`config.mk`:
```
export PLATFORM = sky130hd
export DESIGN_NAME = ifu
export DESIGN_NICKNAME = d
export VERILOG_FILES = /design/src/rtl/ifu_pkg.sv /design/src/rtl/ifu_fetch_queue.sv /design/src/rtl/ifu.sv
export SDC_FILE = /design/constraint.sdc
export NUM_CORES = 1
export LEC_CHECK = 0
export CAP_MARGIN = 0
export CORE_MARGIN = 5
export CORE_UTILIZATION = 55
export CTS_CLUSTER_DIAMETER = 60
export DETAILED_ROUTE_END_ITERATION = 16
export PLACE_DENSITY = 0.85
export SLEW_MARGIN = 20
export SYNTH_ARGS = -nofsm -noshare
export SYNTH_HDL_FRONTEND = slang
export SYNTH_SLANG_ARGS = --single-unit
```
`constraint.sdc`:
```
create_clock -name clk -period 13.95 [get_ports clk]
set_clock_uncertainty 0.1 [all_clocks]
set_input_delay 2.0925 -clock clk [delete_from_list [all_inputs] [get_ports clk]]
set_output_delay 2.0925 -clock clk [all_outputs]
set_load 0.01 [all_outputs]
```
`src/rtl/ifu_pkg.sv`:
```
// Shared definitions for the instruction fetch unit: default geometry,
// the NOP presented when no instruction is valid, and pointer sizing.
package ifu_pkg;

  localparam int          DEF_INST_ADDR_W = 32;
  localparam int          DEF_INST_W      = 32;
  localparam int          DEF_FQ_DEPTH    = 2;
  localparam logic [31:0] DEF_RESET_PC    = 32'h0000_0000;
  localparam logic [31:0] DEF_INST_NOP    = 32'h0000_0013;

  // Pointer width for a power-of-2 ring: one extra bit tells full from empty.
  function automatic int ptr_w(input int depth);
    return $clog2(depth) + 1;
  endfunction

endpackage

```
`src/rtl/ifu_fetch_queue.sv`:
```
// Fetch queue: in-order ring of {pc, inst, filled} entries with three
// pointers. alloc reserves a slot at grant time, fill writes returned data in
// request order, pop releases the head. flush empties the ring in one edge.
module ifu_fetch_queue
  import ifu_pkg::*;
#(
  parameter int              DEPTH    = DEF_FQ_DEPTH,
  parameter int              AW       = DEF_INST_ADDR_W,
  parameter int              IW       = DEF_INST_W,
  parameter logic [AW-1:0]   RESET_PC = AW'(DEF_RESET_PC),
  localparam int             PW       = ptr_w(DEPTH)
) (
  input  logic          clk,
  input  logic          rst,
  input  logic          flush,
  input  logic          alloc,
  input  logic [AW-1:0] alloc_pc,
  input  logic          fill,
  input  logic [IW-1:0] fill_inst,
  input  logic          pop,
  output logic          head_valid,
  output logic [AW-1:0] head_pc,
  output logic [IW-1:0] head_inst,
  output logic [PW-1:0] used,
  output logic [PW-1:0] pending
);

  localparam int IXW = PW - 1;

  logic [PW-1:0]  alloc_ptr_r;
  logic [PW-1:0]  fill_ptr_r;
  logic [PW-1:0]  head_ptr_r;
  logic [AW-1:0]  pc_r   [DEPTH];
  logic [IW-1:0]  inst_r [DEPTH];
  logic [DEPTH-1:0] filled_r;

  logic [IXW-1:0] alloc_idx_s;
  logic [IXW-1:0] fill_idx_s;
  logic [IXW-1:0] head_idx_s;

  assign alloc_idx_s = alloc_ptr_r[IXW-1:0];
  assign fill_idx_s  = fill_ptr_r[IXW-1:0];
  assign head_idx_s  = head_ptr_r[IXW-1:0];

  // Slots reserved (filled or waiting) and slots still waiting for data.
  assign used    = alloc_ptr_r - head_ptr_r;
  assign pending = alloc_ptr_r - fill_ptr_r;

  // Pointer advance; a flush returns all three pointers to slot 0.
  always_ff @(posedge clk or posedge rst) begin
    if (rst) begin
      alloc_ptr_r <= PW'(0);
      fill_ptr_r  <= PW'(0);
      head_ptr_r  <= PW'(0);
    end else if (flush) begin
      alloc_ptr_r <= PW'(0);
      fill_ptr_r  <= PW'(0);
      head_ptr_r  <= PW'(0);
    end else begin
      if (alloc) alloc_ptr_r <= alloc_ptr_r + PW'(1);
      if (fill)  fill_ptr_r  <= fill_ptr_r + PW'(1);
      if (pop)   head_ptr_r  <= head_ptr_r + PW'(1);
    end
  end

  // Per-slot filled flags: set by returned data, cleared by pop or flush.
  always_ff @(posedge clk or posedge rst) begin
    if (rst) begin
      filled_r <= '0;
    end else if (flush) begin
      filled_r <= '0;
    end else begin
      if (fill) filled_r[fill_idx_s] <= 1'b1;
      if (pop)  filled_r[head_idx_s] <= 1'b0;
    end
  end

  // Slot payload: PC captured at grant, instruction captured at return.
  always_ff @(posedge clk or posedge rst) begin
    if (rst) begin
      for (int i = 0; i < DEPTH; i++) begin
        pc_r[i]   <= RESET_PC;
        inst_r[i] <= IW'(DEF_INST_NOP);
      end
    end else begin
      if (alloc) pc_r[alloc_idx_s]  <= alloc_pc;
      if (fill)  inst_r[fill_idx_s] <= fill_inst;
    end
  end

  // Head presentation straight from slot registers; NOP when the head is empty.
  always_comb begin
    head_valid = filled_r[head_idx_s];
    head_pc    = pc_r[head_idx_s];
    if (head_valid) begin
      head_inst = inst_r[head_idx_s];
    end else begin
      head_inst = IW'(DEF_INST_NOP);
    end
  end

endmodule

```
`src/rtl/ifu.sv`:
```
// Instruction fetch unit: owns the PC, issues in-order word fetches on a
// req/gnt/rvalid port, buffers returns in the fetch queue and presents
// {pc, inst} to id. A redirect flushes the queue and counts the fetches
// already in flight so their responses can be dropped on arrival.
module ifu
  import ifu_pkg::*;
#(
  parameter int                      INST_ADDR_W = DEF_INST_ADDR_W,
  parameter int                      INST_W      = DEF_INST_W,
  parameter int                      FQ_DEPTH    = DEF_FQ_DEPTH,
  parameter logic [INST_ADDR_W-1:0]  RESET_PC    = INST_ADDR_W'(DEF_RESET_PC)
) (
  input  logic                   clk,
  input  logic                   rst,
  input  logic                   branch_i,
  input  logic [INST_ADDR_W-1:0] branch_pc_i,
  input  logic                   id_ready_i,
  output logic                   inst_valid_o,
  output logic [INST_ADDR_W-1:0] pc_o,
  output logic [INST_W-1:0]      inst_o,
  output logic                   imem_req_o,
  output logic [INST_ADDR_W-1:0] imem_addr_o,
  input  logic                   imem_gnt_i,
  input  logic                   imem_rvalid_i,
  input  logic [INST_W-1:0]      imem_rdata_i
);

  localparam int PW = ptr_w(FQ_DEPTH);
  localparam int CW = PW + 1;
  localparam logic [INST_ADDR_W-1:0] WORD_MASK = {{(INST_ADDR_W-2){1'b1}}, 2'b00};
  localparam logic [INST_ADDR_W-1:0] PC_STEP   = INST_ADDR_W'(4);

  logic [INST_ADDR_W-1:0] pc_r;
  logic [PW-1:0]          discard_r;
  logic [PW-1:0]          used_s;
  logic [PW-1:0]          pending_s;
  logic [CW-1:0]          inflight_s;
  logic                   pop_s;
  logic                   grant_s;
  logic                   fill_s;
  logic                   credit_ok_s;

  assign pop_s = inst_valid_o & id_ready_i;

  // Everything that still holds a slot or a memory response after this
  // cycle's pop: queued entries plus stale fetches awaiting their drop.
  assign inflight_s  = CW'(used_s) + CW'(discard_r) - CW'(pop_s);
  assign credit_ok_s = (inflight_s < CW'(FQ_DEPTH));

  // A redirect cycle never takes a grant so the new target starts clean.
  assign imem_req_o  = ~rst & credit_ok_s & ~branch_i;
  assign imem_addr_o = pc_r;
  assign grant_s     = imem_req_o & imem_gnt_i;

  // Responses owed to the wrong path are consumed before any real data.
  assign fill_s = imem_rvalid_i & (discard_r == PW'(0)) & ~branch_i;

  // Fetch PC: redirect target (word aligned) or +4 per granted request.
  always_ff @(posedge clk or posedge rst) begin
    if (rst) begin
      pc_r <= RESET_PC;
    end else if (branch_i) begin
      pc_r <= branch_pc_i & WORD_MASK;
    end else if (grant_s) begin
      pc_r <= pc_r + PC_STEP;
    end
  end

  // Stale-response counter: reloaded on redirect with every granted but
  // unreturned fetch (less one arriving now), then counted down per rvalid.
  always_ff @(posedge clk or posedge rst) begin
    if (rst) begin
      discard_r <= PW'(0);
    end else if (branch_i) begin
      discard_r <= discard_r + pending_s - PW'(imem_rvalid_i);
    end else if (imem_rvalid_i && (discard_r != PW'(0))) begin
      discard_r <= discard_r - PW'(1);
    end
  end

  ifu_fetch_queue #(
    .DEPTH    (FQ_DEPTH),
    .AW       (INST_ADDR_W),
    .IW       (INST_W),
    .RESET_PC (RESET_PC)
  ) u_fetch_queue (
    .clk        (clk),
    .rst        (rst),
    .flush      (branch_i),
    .alloc      (grant_s),
    .alloc_pc   (pc_r),
    .fill       (fill_s),
    .fill_inst  (imem_rdata_i),
    .pop        (pop_s),
    .head_valid (inst_valid_o),
    .head_pc    (pc_o),
    .head_inst  (inst_o),
    .used       (used_s),
    .pending    (pending_s)
  );

endmodule

```
==> metrics.txt <==
# TYPE chip_impl_metric gauge
chip_impl_metric{name="avgViaCountPerCell",unit=""} 5.82
chip_impl_metric{name="synth_enable_flop_cells",unit=""} 0
chip_impl_metric{name="r2r_setup_slack",unit="ns"} 9.01
chip_impl_metric{name="routedWlPerCell",unit="um"} 19.4
chip_impl_info{name="r2r-start",value="u_fetch_queue.head_ptr_r[0]"} 1
chip_impl_metric{name="finalWorstPathRequiredPeriod",unit="ns"} 6.83
chip_impl_metric{name="seq_cells_post_synth",unit=""} 164
chip_impl_metric{name="hold_buffers",unit=""} 0
chip_impl_metric{name="post_synth.cell_area_avg",unit="um2"} 12.0
chip_impl_metric{name="internal-power",unit="uW"} 1370
chip_impl_metric{name="synthArstFlopShare",unit="%"} 100
chip_impl_metric{name="via_count_of_the_first_global_routing_pass",unit=""} 6288
chip_impl_info{name="reg_to_reg_end",value="u_fetch_queue.pc_r[59]"} 1
chip_impl_info{name="cts-root-buf",value="sky130_fd_sc_hd__clkbuf_16"} 1
chip_impl_info{name="synth.largest_area_cell",value="sky130_fd_sc_hd__dfrtp_1"} 1
chip_impl_metric{name="ff_latch_area",unit="um2"} 4120
chip_impl_metric{name="power.switching_fraction",unit="%"} 29.9
chip_impl_metric{name="finalSetupViolations",unit=""} 0
chip_impl_metric{name="setup_total_negative_slack",unit="ns"} 0
chip_impl_metric{name="cts.path.max_buffers",unit=""} 2
chip_impl_metric{name="worst_slew_pin_slew",unit="ns"} 1.10
chip_impl_metric{name="timing.final.crit_share",unit="%"} 48.9
chip_impl_metric{name="cts_max_level",unit=""} 4
chip_impl_info{name="end_kind",value="output port"} 1
chip_impl_metric{name="max_clock_freq",unit="GHz"} 0.146
chip_impl_info{name="unrepaired_setup_endpoints_after_global_routing",value="false"} 1
chip_impl_metric{name="drive_gt1_share",unit="%"} 24.9
chip_impl_info{name="status",value="completed"} 1
chip_impl_metric{name="numClockSinks",unit=""} 164
chip_impl_info{name="tritoncts_clock_tree",value="done"} 1
chip_impl_metric{name="diodes",unit=""} 0
chip_impl_metric{name="ys_warn_count",unit=""} 0
chip_impl_metric{name="drt_wl_total",unit="um"} 19300
chip_impl_metric{name="n_fill_cell",unit=""} 905
chip_impl_metric{name="antenna_left",unit=""} 0
chip_impl_metric{name="grt_antenna_before_repair",unit=""} 0
chip_impl_metric{name="holdPathStages",unit=""} 1
chip_impl_info{name="crit_path_start_kind",value="input port"} 1
chip_impl_metric{name="slew_headroom",unit="%"} 26.3
chip_impl_metric{name="clk_pin_slew",unit="ns"} 0.05
chip_impl_metric{name="detailed_routing_iteration_count_for_the_pre_antenna_repair_pass",unit=""} 5
chip_impl_metric{name="core_area",unit="um2"} 13900
chip_impl_metric{name="leakage",unit="uW"} 0.00433
chip_impl_metric{name="yosysUniqueCellTypes",unit=""} 52
chip_impl_metric{name="ios",unit=""} 168
chip_impl_info{name="most_numerous_cell_in_the_yosys_netlist",value="sky130_fd_sc_hd__dfrtp_1"} 1
chip_impl_metric{name="groute.usage.overall",unit="%"} 23.7
chip_impl_metric{name="final_hold_viol_count",unit=""} 0
chip_impl_metric{name="rows",unit=""} 43
chip_impl_metric{name="globalplace.congestion",unit=""} 0.841
chip_impl_metric{name="critical_path.n_buffers_inverters",unit=""} 2
chip_impl_metric{name="critical_path_peak_fanout",unit=""} 5
chip_impl_metric{name="wire_length_of_the_first_global_routing_pass",unit="um"} 31200
chip_impl_info{name="slowest_stage",value="sky130_fd_sc_hd__clkdlybuf4s50_1"} 1
chip_impl_metric{name="cts_repair_resize_count",unit=""} 0
chip_impl_info{name="hold_end",value="u_fetch_queue.pc_r[35]"} 1
chip_impl_metric{name="power.combinational.fraction",unit="%"} 34.5
chip_impl_metric{name="required",unit="ns"} 11.76
chip_impl_metric{name="vdd_drop_max",unit="V"} 0.000110
chip_impl_metric{name="start_util",unit="%"} 56.5
chip_impl_info{name="path_cells",value="clkdlybuf4s50_1 -> and3_1 -> o21ai_0 -> fa_1 -> xnor2_1 -> nor4b_1 -> clkdlybuf4s50_1"} 1
chip_impl_metric{name="dr_total_vias",unit=""} 5769
chip_impl_info{name="hp-class",value="reg2reg"} 1
chip_impl_metric{name="die_x",unit="um"} 130
chip_impl_metric{name="die_height",unit="um"} 130
chip_impl_metric{name="cts.repair_timing.setup_buffer_count",unit=""} 0
chip_impl_metric{name="hpwl",unit="um"} 13100
chip_impl_metric{name="seq_area_frac_synth",unit="%"} 52.2
chip_impl_info{name="biggest_area_contributors_in_the_synthesized_netlist",value="sky130_fd_sc_hd__dfrtp_1 50%, sky130_fd_sc_hd__mux2_2 22%, sky130_fd_sc_hd__mux2i_1 3.9%"} 1
chip_impl_metric{name="multiInputGateArea",unit="um2"} 3540
chip_impl_metric{name="overflow",unit=""} 0
chip_impl_info{name="hp-start",value="u_fetch_queue.pc_r[35]"} 1
chip_impl_metric{name="synthesized_instance_count",unit=""} 654
chip_impl_metric{name="numCtsBuffers",unit=""} 17
chip_impl_metric{name="maxSlewViolCount",unit=""} 0
chip_impl_metric{name="die_outline_area",unit="um2"} 16800
chip_impl_metric{name="worst_r2r_path_depth",unit=""} 10
chip_impl_metric{name="first_iter_violations",unit=""} 491
chip_impl_info{name="postSynth.topFlopCell",value="sky130_fd_sc_hd__dfrtp_1"} 1
chip_impl_metric{name="area_growth",unit="%"} 29.3
chip_impl_info{name="crit_type",value="in2out"} 1
chip_impl_metric{name="count_of_max_cap_constraint_violations",unit=""} 0
chip_impl_metric{name="fin_nets",unit=""} 879
chip_impl_metric{name="sequentialPowerShare",unit="%"} 40.8
chip_impl_info{name="post_synth_most_frequent_cells",value="158 x sky130_fd_sc_hd__dfrtp_1, 151 x sky130_fd_sc_hd__mux2_2, 53 x sky130_fd_sc_hd__nor2_1"} 1
chip_impl_metric{name="power_switching",unit="uW"} 582
chip_impl_metric{name="maximum_number_of_pins_on_one_net_before_global_route_repair",unit=""} 102
chip_impl_metric{name="synth_top_area_share",unit="%"} 50.2
chip_impl_info{name="cpMostUsedCell",value="sky130_fd_sc_hd__clkdlybuf4s50_1"} 1
chip_impl_metric{name="synthesized_cell_area",unit="um2"} 7870
chip_impl_info{name="timing.critical_path.max_delay_family",value="buffers and inverters"} 1
chip_impl_metric{name="arrival",unit="ns"} 4.63
chip_impl_metric{name="clock_latency",unit="ns"} 0.42
chip_impl_metric{name="post-route-drc-count",unit=""} 0
chip_impl_metric{name="critical_path.max_stage_delay",unit="ns"} 0.63
chip_impl_metric{name="power_density",unit="nW/um2"} 191
chip_impl_metric{name="number_of_port_buffers",unit=""} 161
chip_impl_metric{name="worst_hold_slack",unit="ns"} 0.387
chip_impl_metric{name="clkPwrFrac",unit="%"} 24.7
## layer usage
| layer | vias up | GRT usage [%] | wire length, um |
|---|---|---|---|
| met2 | 224 | 40.6 | 9820 |
| met1 | 2890 | 28.3 | 7630 |
| met5 | - | 0 | 0 |
| met3 | 41 | 6.88 | 1420 |
| met4 | 0 | 8.86 | 404 |
| li1 | 2614 | - | - |
## sequential cells by signal (all words and copies together), names as in the netlist
name                       flops
u_fetch_queue.inst_r          64
u_fetch_queue.head_ptr_r       2
u_fetch_queue.fill_ptr_r       2
u_fetch_queue.pc_r            60
imem_addr_o                   30
discard_r                      2
u_fetch_queue.alloc_ptr_r      2
u_fetch_queue.filled_r         2
## worst max path at each step
stage	from	endpoint	slack, ns	depth (start not counted)
floorplan	rst	discard_r[0]	7.33	1
global placement	id_ready_i	imem_req_o	7.18	7
detailed placement	id_ready_i	imem_req_o	7.13	7
CTS	id_ready_i	imem_req_o	7.13	7
global route	id_ready_i	imem_req_o	6.99	7
finish	id_ready_i	imem_req_o	7.12	7
## cell usage in the layout, fill, tap and decap left out, types with 3 or more instances in the layout
master,netlist,routed
sky130_fd_sc_hd__a21oi_1,9,9
sky130_fd_sc_hd__a32oi_1,6,6
sky130_fd_sc_hd__and2_1,4,4
sky130_fd_sc_hd__and3_1,4,4
sky130_fd_sc_hd__buf_4,4,6
sky130_fd_sc_hd__bufinv_16,0,4
sky130_fd_sc_hd__clkbuf_16,0,17
sky130_fd_sc_hd__clkdlybuf4s50_1,0,160
sky130_fd_sc_hd__clkinv_2,0,3
sky130_fd_sc_hd__clkinvlp_4,0,3
sky130_fd_sc_hd__conb_1,1,4
sky130_fd_sc_hd__dfrtp_1,158,157
sky130_fd_sc_hd__dfstp_2,6,6
sky130_fd_sc_hd__fa_1,3,3
sky130_fd_sc_hd__ha_1,5,5
sky130_fd_sc_hd__inv_1,12,11
sky130_fd_sc_hd__mux2_2,151,151
sky130_fd_sc_hd__mux2i_1,31,30
sky130_fd_sc_hd__nand2_1,44,44
sky130_fd_sc_hd__nand2b_1,3,3
sky130_fd_sc_hd__nand3_1,20,20
sky130_fd_sc_hd__nand4_1,11,11
sky130_fd_sc_hd__nor2_1,53,52
sky130_fd_sc_hd__nor3_1,4,3
sky130_fd_sc_hd__o211ai_1,9,9
sky130_fd_sc_hd__o21ai_0,24,24
sky130_fd_sc_hd__o311ai_0,6,6
sky130_fd_sc_hd__or4_1,3,3
sky130_fd_sc_hd__xnor2_1,6,6
sky130_fd_sc_hd__xor2_1,12,12
## layout make-up
class | instances | area share [%]
flip-flops and latches | 164 | 40.4
multi-input cells | 439 | 34.7
clock buffers | 20 | 4.39
clock inverters | 10 | 1.55
inverters | 12 | 0.492
well taps | 180 | 2.21
repair buffers | 167 | 16.2
## power groups by stage
stage / Combinational [uW] / Clock [uW] / Sequential, uW
CTS: 680 / 485 / 793
detailed placement: 672 / 0 / 800
finish: 672 / 481 / 794
floorplan: 434 / 0 / 751
global route: 737 / 506 / 817
global placement: 646 / 0 / 779
## per-stage QoR
stage                     total power (uW)  setup slack (ns)  std cells  util (%)  instance area, um2
after floorplan                       1180              7.33        657         -                7880
after global placement                1420              7.18        962      68.7                9580
after detailed placement              1470              7.13        962      68.7                9580
after CTS                             1960              7.13        992      73.1               10200
after global routing                  2060              6.99        992      73.1               10200
final                                 1950              7.12        992      73.1               10200
## logic make-up after synthesis
kind of cell               synth area share (%)
other                                    0.0476
AOI/OAI and AO/OA                          5.32
DFF                                        52.2
xor gates and xnor gates                   2.00
and+or+nand+nor                            9.95
buffers and inverters                      3.21
adders and majority gates                  1.56
muxes                                      25.7
Note: power is estimated with default switching activity, not from simulation.
==> RTL edit (config.mk and constraints unchanged) <==
`DEF_INST_W`: 32 -> 24.
--- a/src/rtl/ifu_pkg.sv
+++ b/src/rtl/ifu_pkg.sv
@@ -5,3 +5,3 @@
   localparam int          DEF_INST_ADDR_W = 32;
-  localparam int          DEF_INST_W      = 32;
+  localparam int          DEF_INST_W      = 24;
   localparam int          DEF_FQ_DEPTH    = 2;
Interface: changed (resized imem_rdata_i and inst_o); port bits go from 168 to 152. The function was not compared with the original's and may differ.
==> RTL edit against the unedited design <==
  * Non-clock buffer count fell by 19
  * Clock power rose by 0.8%
  * Sequential share of layout area fell by 1.1 points
  * Register-to-register slack got worse by 0.28 ns
  * Synthesized area fell by 7.8%
  * Combinational power fell by 13%
  * Routed wire length fell by 9.4%
  * Design area fell by 7.4%
  * Setup slack improved by 0.088 ns
  * Sequential cell count fell by 16
  * Sequential power fell by 14%
  * Critical path depth did not move
  * Total power fell by 9.8%
==> RTL edit: results (changes against the unedited design) <==
* Worst vdd ir at 0.000128 V (+17%)
* HPWL Detailed at 11600 um (-11%)
* Aggregate global-route resource usage at 0.229 (-0.00723)
* Top reg by flops: u_fetch_queue.pc_r
* Detailed router's first-iteration violation count at 349 (-29%)
* Sequential share of the synthesized area at 0.511 (-0.0112)
* DR WL/cell at 18.8 um (-3.3%)
* Static leakage power at 0.00410 uW (-5.3%)
* Share of flip-flops with an asynchronous set or reset at 1.00 (unchanged)
* Vias per cell at 5.75 (-1.0%)
* Number of I/O port buffers at 145 (-9.9%)
* Share of synthesized area spent on multiplexers at 0.244 (-0.0129)
* Count of different cell masters after synthesis at 54 (+3.8%)
* TritonCTS buffer count at 17 (unchanged)
* Slew of the pin with the lowest slew margin at 1.10 ns (-0.00562 ns)
* First-pass GRT wire length at 28900 um (-7.3%)
* H-tree levels at 4 (unchanged)
* Arrival time at the worst endpoint at 4.55 ns (-0.08 ns)
* Slowest stage cell on the critical path: clkdlybuf4s50_1
* Post-synthesis share of cell area spent on full adders, half adders and majority gates at 0.0169 (+0.00131)
* Initial antenna violation count at 0 (unchanged)
* CTS-repair resized insts at 0 (unchanged)
* Area share of xor/xnor cells in the synthesized design at 0.0157 (-0.00435)
* Worst setup timing slack at the placement stage at 7.19 ns (+0.0579 ns)
* Largest register FFs at 60 (-6.3%)
* Number of global-route vias before repair at 5626 (-11%)
* Cell Area, Placed at 8800 um^2 (-8.1%)
* Pre-Repair DR Iteration Count at 4 (-1)
* List of most frequent post-synthesis cells: dfrtp_1 (142), mux2_2 (83), mux2_1 (53)
* Share of final-layout standard cells stronger than drive strength 1 at 0.182 (-0.0668)
* Synth area leaders: dfrtp_1 (49%), mux2_2 (13%), mux2_1 (8.2%), mux2i_1 (3.3%), nand2_1 (2.4%)
* Peak per-stage delay on the critical path at 0.61 ns (-0.02 ns)
* Area fraction in compound gates after synthesis at 0.0646 (+0.0114)
* Outcome: complete, no violations
* Number of fillers in the final layout at 870 (-3.9%)
* # nets final at 810 (-7.8%)
* Maximum number of pins on one net before global-route repair at 94 (-7.8%)
* Weighted congestion reported at the end of routability-driven placement at 0.767 (-8.9%)
-- RTL edit: per-stage QoR --
step / instances / utilization / power (uW)
floorplan: 613 / - / 1030
global placement: 896 / 0.671 / 1230
detailed placement: 897 / 0.673 / 1280
CTS: 929 / 0.721 / 1770
global route: 929 / 0.721 / 1860
finish: 929 / 0.721 / 1760
-- RTL edit: per-layer routing --
metal,routed length [um],track usage,vias up
met2,8740,0.389,210
li1,-,-,2440
met5,0,0,-
met4,285,0.0791,0
met1,7050,0.270,2661
met3,1390,0.0853,35
-- RTL edit: final cells by class --
cell class	instances	area, um^2	area share
repair buffers	148	1480	0.157
clock buffers	23	478	0.0507
well taps	176	220	0.0233
clock inverters	9	153	0.0162
multi-input cells	411	3340	0.354
flip-flops and latches	148	3710	0.394
inverters	14	57.6	0.00610
-- RTL edit: cells by family after synthesis --
family / Yosys count
other cells: 1
fa+ha+maj: 8
flops: 148
xor+xnor: 13
mux: 160
compound gates: 71
buf+inv: 54
simple gates: 155
-- RTL edit: final timing paths --
path / start / end / slack, ns / cells after the start
max in group asynchronous: rst / u_fetch_queue.inst_r[41]$_DFFE_PP0P_ / 10.32 / 3
min reg2reg: u_fetch_queue.pc_r[40]$_DFFE_PP0P_ / u_fetch_queue.pc_r[40]$_DFFE_PP0P_ / 0.38 / 1
min in group asynchronous: rst / u_fetch_queue.pc_r[62]$_DFFE_PP0P_ / 2.20 / 2
max reg2reg: u_fetch_queue.head_ptr_r[0]$_DFFE_PP0P_ / u_fetch_queue.pc_r[59]$_DFFE_PP0P_ / 8.73 / 10
max: id_ready_i / imem_req_o / 7.21 / 7
min: u_fetch_queue.pc_r[40]$_DFFE_PP0P_ / u_fetch_queue.pc_r[40]$_DFFE_PP0P_ / 0.38 / 1
-- RTL edit: report_power, final --
group / total (uW) / switching [uW] / internal [uW]
combinational: 585 / 249 / 336
clock: 485 / 172 / 313
sequential: 685 / 99.3 / 586
-- RTL edit: worst max-delay path, delay by kind of cell --
family,cells,cell delay [ns]
fa+ha+maj,1,0.39
compound gates,1,0.13
simple gates,2,0.58
buf+inv,2,1.16
xor+xnor,1,0.21
